[src/rtl/shift_out.sv]
// Parallel-to-serial converter: loads one WIDTH-bit word and streams it MSB byte first
// over a valid/ready byte interface, then pulses done for one cycle.
module shift_out #(
   parameter int WIDTH = 512,
   parameter int BYTE  = 8
) (
   input  logic             clk,
   input  logic             rst,
   input  logic             load_valid,
   output logic             load_ready,
   input  logic [WIDTH-1:0] load_data,
   output logic [BYTE-1:0]  data,
   output logic             data_valid,
   input  logic             data_ready,
   output logic             busy,
   output logic             done
);

   localparam int BEATS = WIDTH / BYTE;
   localparam int CNT_W = (BEATS > 1) ? $clog2(BEATS) : 1;
   localparam logic [CNT_W-1:0] LAST = CNT_W'(BEATS - 1);

   typedef enum logic [1:0] {
      IDLE  = 2'd0,
      SHIFT = 2'd1,
      DONE  = 2'd2
   } state_t;

   state_t           state;
   state_t           state_nxt;
   logic [WIDTH-1:0] sreg;
   logic [CNT_W-1:0] cnt;
   logic             beat;

   // Head of the shift register, forced to zero when no beat is being offered.
   function automatic logic [BYTE-1:0] head_byte(input logic [WIDTH-1:0] r, input logic vld);
      head_byte = vld ? r[WIDTH-1 -: BYTE] : '0;
   endfunction

   assign data_valid = (state == SHIFT);
   assign data       = head_byte(sreg, data_valid);
   assign beat       = data_valid && data_ready;
   assign load_ready = (state == IDLE);
   assign busy       = (state != IDLE);
   assign done       = (state == DONE);

   always_ff @(posedge clk) begin
      if (rst) begin
         state <= IDLE;
      end else begin
         state <= state_nxt;
      end
   end

   always_comb begin
      state_nxt = state;
      unique case (state)
         IDLE:    if (load_valid) state_nxt = SHIFT;
         SHIFT:   if (beat && (cnt == LAST)) state_nxt = DONE;
         DONE:    state_nxt = IDLE;
         default: state_nxt = IDLE;
      endcase
   end

   // Capture only in IDLE, so a load request during a stream cannot disturb it.
   always_ff @(posedge clk) begin
      if (rst) begin
         sreg <= '0;
         cnt  <= '0;
      end else if ((state == IDLE) && load_valid) begin
         sreg <= load_data;
         cnt  <= '0;
      end else if (beat) begin
         sreg <= sreg << BYTE;
         cnt  <= cnt + CNT_W'(1);
      end
   end

endmodule
[config.mk]
export PLATFORM = sky130hd
export DESIGN_NAME = shift_out
export DESIGN_NICKNAME = d
export VERILOG_FILES = /design/src/rtl/shift_out.sv
export SDC_FILE = /design/constraint.sdc
export NUM_CORES = 1
export LEC_CHECK = 0
export CAP_MARGIN = 10
export CELL_PAD_IN_SITES_DETAIL_PLACEMENT = 1
export CELL_PAD_IN_SITES_GLOBAL_PLACEMENT = 1
export CORE_UTILIZATION = 34
export CTS_BUF_LIST = sky130_fd_sc_hd__clkbuf_4
export DETAILED_ROUTE_END_ITERATION = 8
export HOLD_SLACK_MARGIN = 0.03
export PLACE_DENSITY = 0.87
export SLEW_MARGIN = 20
export SYNTH_ARGS = -nofsm -noshare
export SYNTH_HDL_FRONTEND = slang
export SYNTH_SLANG_ARGS = --single-unit
[constraint.sdc]
create_clock -name clk -period 1.55 [get_ports clk]
set_input_delay 0.2325 -clock clk [delete_from_list [all_inputs] [get_ports clk]]
set_output_delay 0.2325 -clock clk [all_outputs]
set_load 0.1 [all_outputs]
==> results of run 1 <==
cells by family after synthesis:
family	synth area share, %
AOI/OAI and AO/OA	15.8
xor gates and xnor gates	0.0851
adders and majority gates	0.0608
buffers and inverters	7.83
DFF	50.6
and+or+nand+nor	25.7
stage by stage:
step	std cells	worst slack (ps)	utilization (%)	cell area (um^2)	hold WS [ps]
floorplan	2386	-179	-	20600	369
global placement	3580	-394	46.3	27500	460
detailed placement	3580	-445	46.3	27500	464
CTS	4398	-865	63.1	37500	30.5
synth_stat cells:
master and instances:
clkbuf_1 91, or3_1 2, dfxtp_1 520, and3b_1 1
nor3b_1 1, or3b_1 1, buf_2 134, or4_1 1
buf_6 49, o31ai_1 1, nand3b_1 1, nand4b_1 1
buf_1 12, o22ai_1 503, a21oi_1 14, nor2b_1 2
a22oi_1 1, xor2_1 1, o21ai_0 3, nor3_1 1007
inv_1 1, nand2_1 12, xnor2_1 1, ha_1 1
nand3_1 12, nand2b_1 2, nor2_1 3, and2_1 8
what timing repair did:
action                                  4_1_cts
pin swaps                                   100
endpoints found under the setup margin      525
gates cloned                                 39
resized for setup                           316
hold buffers                                511
endpoints found under the hold margin       519
buffers inserted                             27
metal layers:
| metal | GRT overflow | GRT usage, % |
|---|---|---|
| met1 | 0 | 74.1 |
| met4 | 156 | 74.0 |
| met5 | 0 | 22.6 |
| met3 | 1 | 60.5 |
| met2 | 168 | 91.9 |
==> qor.yml, run 1 <==
status:
  outcome: "did not finish"
  haltStage: "5_1_grt"
  tool.error: "[ERROR GRT-0232] Routing congestion too high. Check the congestion heatmap in the GUI."
timing:
  grt-worst-endpoint: "data[7]"
  worstEndpointType: "primary output"
logic_synthesis:
  avgSynthCellArea_um2: 8.63
  synthesis.instances: 2386
  synth_seq_cells: 520
  yosysWarningCount: 0
  synth.top_cells.by_area: "dfxtp_1, nor3_1, o22ai_1"
  synth-seq-area-share_pct: 50.6
  yosysUniqueCellTypes: 28
  synth_nets: 2903
  synth.top_cell.area_share_pct: 50.6
  yosys.area.top_type: "dfxtp_1"
  syn-cell-area_um2: 20600
floorplan:
  fp.dieW_um: 248
  rows: 89
  start_util_pct: 34.6
  io-pin-count: 528
  die_h_um: 248
clock_tree:
  cts_max_level: 4
  clock_path_buffers: 3
  clock_tree.root_cell: "clkbuf_4"
  clock-sinks: 520
  cts_made_buffers: 142
place:
  dp_hpwl_um: 60100
  gp_routability_congestion: 0.919
  io_buffers: 527
global_routing:
  grt_max_degree: 62
  grt_overflow: 325
  grt.total_usage_pct: 74.7
==> inputs of run 2 (changes only) <==
==> config.mk (replaced) <==
export PLATFORM = sky130hd
export DESIGN_NAME = shift_out
export DESIGN_NICKNAME = d
export VERILOG_FILES = /design/src/rtl/shift_out.sv
export SDC_FILE = /design/constraint.sdc
export NUM_CORES = 1
export LEC_CHECK = 0
export CAP_MARGIN = 10
export CORE_UTILIZATION = 40
export DETAILED_ROUTE_END_ITERATION = 8
export PLACE_DENSITY_LB_ADDON = 0.15
export SLEW_MARGIN = 20
export SYNTH_ARGS = -nofsm -noshare
export SYNTH_HDL_FRONTEND = slang
export SYNTH_SLANG_ARGS = --single-unit
==> constraint.sdc (replaced) <==
create_clock -name clk -period 2 [get_ports clk]
set_input_delay 0.3 -clock clk [delete_from_list [all_inputs] [get_ports clk]]
set_output_delay 0.3 -clock clk [all_outputs]
set_load 0.1 [all_outputs]
==> run 2 against run 1 <==
Effect of this change:
- the run now ends clean
- synthesized area is the same
- synthesized cell count is the same
==> qor.yml, run 2 <==
global_routing:
  grt.total_usage_pct: 26.3
  antenna_found_initial: 12
  grt_pass1_wl_um: 111000
  grt_pass1_vias: 19683
  grt_overflow: 0
  grt_max_degree: 97
finish:
  layout_commonest_cell: "nor3_1"
  nets: 3315
  regMostFlops: "sreg"
  final_layout_size_suffix_gt1_share_pct: 8.17
  areaGrowthSynthToFinish_pct: 38.9
  final_cell_mix: "nor3_1, dfxtp_1, clkdlybuf4s50_1"
  largest_register_ffs: 512
  final_util_pct: 56.7
  largestRegisters: "sreg x512, cnt x6, state x2"
  final_area_um2: 28600
logic_synthesis:
  yosysUniqueCellTypes: 28  # unchanged
  yosysWarningCount: 0  # unchanged
  synthesis.instances: 2386  # unchanged
  ys.flop_type: "dfxtp_1"
  synth_edf_count: 0  # unchanged
  avgSynthCellArea_um2: 8.63  # unchanged
  synth.top_cell.area_share_pct: 50.6  # unchanged
  synth-seq-area-share_pct: 50.6  # unchanged
  synth_seq_cells: 520  # unchanged
  synth.top_cells.by_area: "dfxtp_1, nor3_1, o22ai_1"
  synth_nets: 2903  # unchanged
  synthArstFlopShare_pct: 0  # unchanged
  syn-cell-area_um2: 20600  # unchanged
  yosys.area.top_type: "dfxtp_1"
  synth_common_cells: "nor3_1, dfxtp_1, o22ai_1"
  synthMostInstantiatedCell: "nor3_1"
place:
  gp_routability_congestion: 0.896  # -2.5%
  io_buffers: 527  # unchanged
  preCtsSetupSlack_ps: -62.3  # +383 ps
  dpl_cell_area_um2: 26800  # -2.7%
  dp_hpwl_um: 50100  # -17%
timing:
  hold_violations: 0
  fin_hold_ws_ps: 144
  final_max_slew_viol_count: 0
  timing.final.ws_setup_ps: 52.3
  tns_ps: 0
  worst_slew_margin_rel_pct: 69.0
  period_share_pct: 97.4
  fmax_ghz: 0.513
  finalCriticalPeriod_ps: 1950
  rsz0062_at_grt: "no"
  worstMarginPinSlew_ps: 466
  setup_viol: 0
  fin_skew_ps: 18.2
routing:
  drtIter0Drc: 1926
  postRouteAntennaNets: 0
  drc: 0
  num_vias: 20925
  drt_first_pass_iters: 6
  viasPerCell: 5.94
  wirelength_um: 72600
  wire_per_inst_um: 20.6
power_and_ir_drop:
  ir_worst_vdd_mv: 0.676
  clkPwrFrac_pct: 36.8
  power_frac_comb_pct: 18.3
  p_sw_share_pct: 26.7
  p_sw_w: 0.00719
  p_leak_nw: 10.3
  pwr_density_cell_nw_per_um2: 940
  p_int_w: 0.0197
  seq_power_share_pct: 44.8
floorplan:
  fp.dieW_um: 229  # -7.7%
  die_h_um: 229  # -7.7%
  io-pin-count: 528  # unchanged
  start_util_pct: 40.8  # +6.2 points
  rows: 82  # -7.9%
  core_area_um2: 50500
  dieArea_um2: 52400
clock_tree:
  clock_tree.root_cell: "clkbuf_16"
  cts_tree: "done"
  clock-sinks: 520  # unchanged
  cts_max_level: 2  # -2
  clkTransAtPathRegs_ps: 60
  cts_made_buffers: 53  # -63%
  cts-hold-fix-buffers: 0  # -100%
  clock_path_buffers: 3  # unchanged
  clock_latency_ps: 600
min_path:
  hold_path.class: "in -> reg"
  min_path_cells: 2
status:
  outcome: "completed"
job:
  maxCapViolCount: 0
setup_path:
  end_kind: "primary output"
  start_kind: "flop"
  reg2reg_depth: 7
  crit_fanout: 8
  cp_data_arrival_time_ps: 1650
  worstPathRequired_ps: 1700
  path_class: "reg -> out"
  rrSetupSlack_ps: 120
## run 2: cell counts after synthesis
Identical to the previous run, type by type.
## run 2: worst max-delay path: stages, from the launching register on
cell and delay [ps]:
dfxtp_2 380, nor2_2 340, inv_1 140, buf_12 190
## run 2: area by class of cell
cell class	instances	area (um^2)
Clock buffer	83	1670
Fill cell	4542	21900
Clock inverter	14	82.6
Antenna cell	11	27.5
Inverter	1	3.75
Multi-Input combinational cell	1579	8600
Timing Repair Buffer	643	6960
Sequential cell	520	10400
Tap cell	672	841
## run 2: layer usage
layer | up-vias | track usage (%) | wire length (um)
li1 | 9972 | - | -
met1 | 9976 | 35.3 | 30800
met2 | 886 | 43.3 | 35000
met3 | 91 | 4.04 | 5280
met4 | 0 | 8.23 | 1540
met5 | - | 0 | 0
## run 2: cell families (layout without fill, tap and decap cells)
| kind of cell | Yosys count | count (layout) | share of synthesized area, % |
|---|---|---|---|
| AOI/OAI and AO/OA | 522 | 522 | 15.8 |
| and+or+nand+nor | 1054 | 1054 | 25.7 |
| xor gates and xnor gates | 2 | 2 | 0.0851 |
| other | 0 | 11 | 0 |
| DFF | 520 | 520 | 50.6 |
| adders and majority gates | 1 | 1 | 0.0608 |
| buffers and inverters | 287 | 741 | 7.83 |
## run 2: final timing paths
kind / end / startpoint
max: busy / state[1]
min: sreg[488] / rst
max reg2reg: sreg[208] / state[0]
min reg2reg: sreg[5] / sreg[5]
## run 2: timing repair
action                     in CTS  in global routing
gates resized for setup         7                  0
setup endpoints to repair      10                  5
buffers inserted                1                  2
## run 2: per-stage QoR
step,cells,power [W]
after floorplan,2386,0.0150
after global placement,3412,0.0170
after detailed placement,3412,0.0171
after CTS,3510,0.0270
after global routing,3522,0.0280
final,3523,0.0269
## run 2: power by group through the flow
stage	Combinational, W	Sequential [W]	Clock [W]
6_report	0.00493	0.0121	0.00990
5_1_grt	0.00536	0.0122	0.0105
4_1_cts	0.00492	0.0120	0.0101
3_3_place_gp	0.00480	0.0122	0
2_1_floorplan	0.00297	0.0120	0
3_5_place_dp	0.00487	0.0122	0
No activity file was read; power rests on OpenSTA's default activity.
